==> config.mk <==
export PLATFORM = sky130hd
export DESIGN_NAME = crc8_bit_step
export DESIGN_NICKNAME = d
export VERILOG_FILES = /design/src/rtl/crc8_bit_step.sv
export SDC_FILE = /design/constraint.sdc
export NUM_CORES = 1
export LEC_CHECK = 0
export ABC_AREA = 1
export CAP_MARGIN = 0
export CORE_AREA = 2 2 39 41
export DETAILED_ROUTE_END_ITERATION = 8
export DIE_AREA = 0 0 41 43
export GPL_TIMING_DRIVEN = 0
export PLACE_DENSITY = 0.62
export SYNTH_ARGS = -nofsm -noshare
export SYNTH_HDL_FRONTEND = slang
export SYNTH_SLANG_ARGS = --single-unit
==> constraint.sdc <==
create_clock -name vclk -period 0.8
set_input_delay 0.16 -clock vclk [all_inputs]
set_output_delay 0.16 -clock vclk [all_outputs]
set_load 0.005 [all_outputs]
==> src/rtl/crc8_bit_step.sv <==
// Single-bit advance of a reflected CRC-8 register; purely combinational.
module crc8_bit_step (
  input  logic [7:0] crc,
  input  logic       bit_in,
  input  logic [7:0] poly,
  output logic [7:0] crc_next
);

  logic fb;

  assign fb       = crc[0] ^ bit_in;
  assign crc_next = (crc >> 1) ^ (fb ? poly : 8'h00);

endmodule

==> run_results.csv, run 1 <==
group,metric,value,unit
setup_path,cp_slowest_cell,"buf_2",
logic_synthesis,avgSynthCellArea,5.48,um2
logic_synthesis,synth_xor_area_share,0,%
logic_synthesis,synth_top_family_by_area,"simple AND/OR/NAND/NOR gates",
logic_synthesis,synth_area,230,um2
setup_path,critPathLaunchType,"input port",
sta,postLayoutSetupSlackWorst,-0.164,ns
logic_synthesis,ys_seq_area_share,0,%
setup_path,path_class,"in2out",
finish,nClkBuffers,0,
outcome,violations,"negative setup slack",
run,max_cap_violations,0,
floorplan,fp-row-count,14,
finish,instances_no_fill,89,
routing,wl_per_cell,9.04,um
grt,grt_usage,9.59,%
setup_path,crit_chain,"buf_8 -> nand2_4 -> buf_6 -> buf_6 -> nand3_2 -> nand2_1 -> nand2_1 -> buf_2",
sta,rsz0062_at_grt,"true",
setup_path,cp-end-kind,"output port",
placement,post-dp-hpwl,593,um
floorplan,die_h,43,um
routing,num_vias,387,
logic_synthesis,yosys.area_share.simple,73.9,%
finish,final_net_count,92,
placement,port_buffers,25,
routing,dr.pass1.iters,4,
pwr,max-vdd-ir-drop,0.186,mV
logic_synthesis,yosysUniqueCellTypes,11,
finish,antenna_cells,0,
logic_synthesis,synth_nets,59,
sta,fmax,1.04,GHz
logic_synthesis,synth_common_cells,"nand2_1, inv_1, nand4_1",
logic_synthesis,synth_fa_ha_area_share,0,%
setup_path,critPathMaxFanout,6,
floorplan,chipWidth,41,um
sta,setup_viol,8,
setup_path,critPathArrivalTime,0.80,ns
sta,hold_viol_final,0,
finish,drive_gt1_share,34.2,%
grt,gr-total-overflow,0,
sta,tightest_slew,0.0960,ns
routing,drc,0,
finish,seq_area,0,um2
placement,globalplace.congestion,0.677,
outcome,status,"complete, but fails checks",
sta,period_share,120,%
floorplan,dieArea,0.00176,mm2
min_path,hold_path.class,"in2out",
floorplan,start_util,16.6,%
pwr,power.density,497,mW/mm2
logic_synthesis,muxShareOfSynthArea,0,%
grt,grt_pass1_wl,1260,um
pwr,p_leak,0.000324,uW
logic_synthesis,ys.warnings.count,0,
floorplan,fp.coreArea,0.00138,mm2
logic_synthesis,synth-compound-area-share,0,%
floorplan,pin_count,25,
finish,syn_to_final_growth,137,%
setup_path,crit_path_max_incr_delay,0.12,ns
logic_synthesis,synth_top_cell_by_area,"nand2_1",
finish,final_area,546,um2
routing,ant_nets,0,
setup_path,required,0.64,ns
grt,grt_max_degree,7,
routing,drtIter0Drc,2,
finish,utilization,39.4,%
finish,seq_cells,0,
logic_synthesis,synthCells,42,
setup_path,critPathLaunch,"bit_in",
routing,routed_wl,805,um
placement,dpl.cell_count,83,
grt,antenna_found_initial,0,
min_path,hp-start,"crc[2]",
clock_tree,postCtsHoldBufs,0,
sta,finalCriticalPeriod,0.964,ns
routing,viasPerCell,4.35,
finish,fill_cells,162,
logic_synthesis,synth.area.top_cells,"nand2_1, nand4_1, nand3_2",
grt,grt_pass1_vias,291,
logic_synthesis,synth_top_area_share,22.8,%
placement,placed_area,500,um2
logic_synthesis,synth.most_common_cell,"nand2_1",
placement,dp_slack,-0.979,ns
sta,slew_headroom,93.6,%
sta,drv_slew,0,
==> per-layer routing <==
metal | global-route usage, % | wire length, um
met1 | 13.0 | 293
met2 | 17.2 | 434
met3 | 0 | 76
met4 | 0 | 0
met5 | 0 | 0
==> stage by stage <==
step | hold slack [ns] | total power (uW) | TNS, ns
floorplan | 0.411 | 101 | 0
global placement | 1.27 | 273 | -7.68
detailed placement | 1.28 | 277 | -7.75
CTS | 0.731 | 273 | -1.19
global route | 0.755 | 300 | -1.54
finish | 0.724 | 271 | -1.16
==> cell type report <==
type,instances,area [um2],area share [%]
repair buffers,31,274,50.2
well taps,16,20.0,3.67
inverters,9,41.3,7.57
plain buffers,2,26.3,4.82
multi-input cells,31,184,33.7
==> critical path, delay by kind of cell <==
kind | cells | cell delay (ns)
simple gates | 4 | 0.20
buf+inv | 4 | 0.43
==> cell usage in the layout, fill, tap and decap left out, drive strengths merged <==
master,count
buf,18
nand2,16
dlygate4sd2,15
inv,9
nand4,7
nand3,7
and3,1
==> where the power goes <==
part	leakage (uW)	internal (uW)	switching [uW]
Sequential	0	0	0
Combinational	0.000324	157	114
Clock	0	0	0
Total	0.000324	157	114
==> cells by family (layout without fill, tap and decap cells) <==
group	after synthesis	count (layout)
and+or+nand+nor	31	31
buffers and inverters	11	42
==> what timing repair did <==
item | 4_1_cts | 5_1_grt
setup buffers | 5 | 0
resized for setup | 69 | 1
pin swaps | 9 | 0
cloned | 1 | 0
endpoints found under the hold margin | 0 | 0
endpoints found under the setup margin | 8 | 8
==> path summary, 6_finish.rpt <==
kind          end  slack [ns]  cells after the start
max   crc_next[5]       -0.16                      8
min   crc_next[1]        0.72                      4
Note: power is estimated with default switching activity, not from simulation.
==> run 2: changes to the inputs <==
- GPL_ROUTABILITY_DRIVEN: unset -> 0
- MAX_ROUTING_LAYER: unset -> met4
- SLEW_MARGIN: unset -> 10
==> results of run 2 <==
Final layout, timing and power as in run 1 (identical DEF).
Among the figures that moved: overall routing resource usage 9.59% -> 9.83%
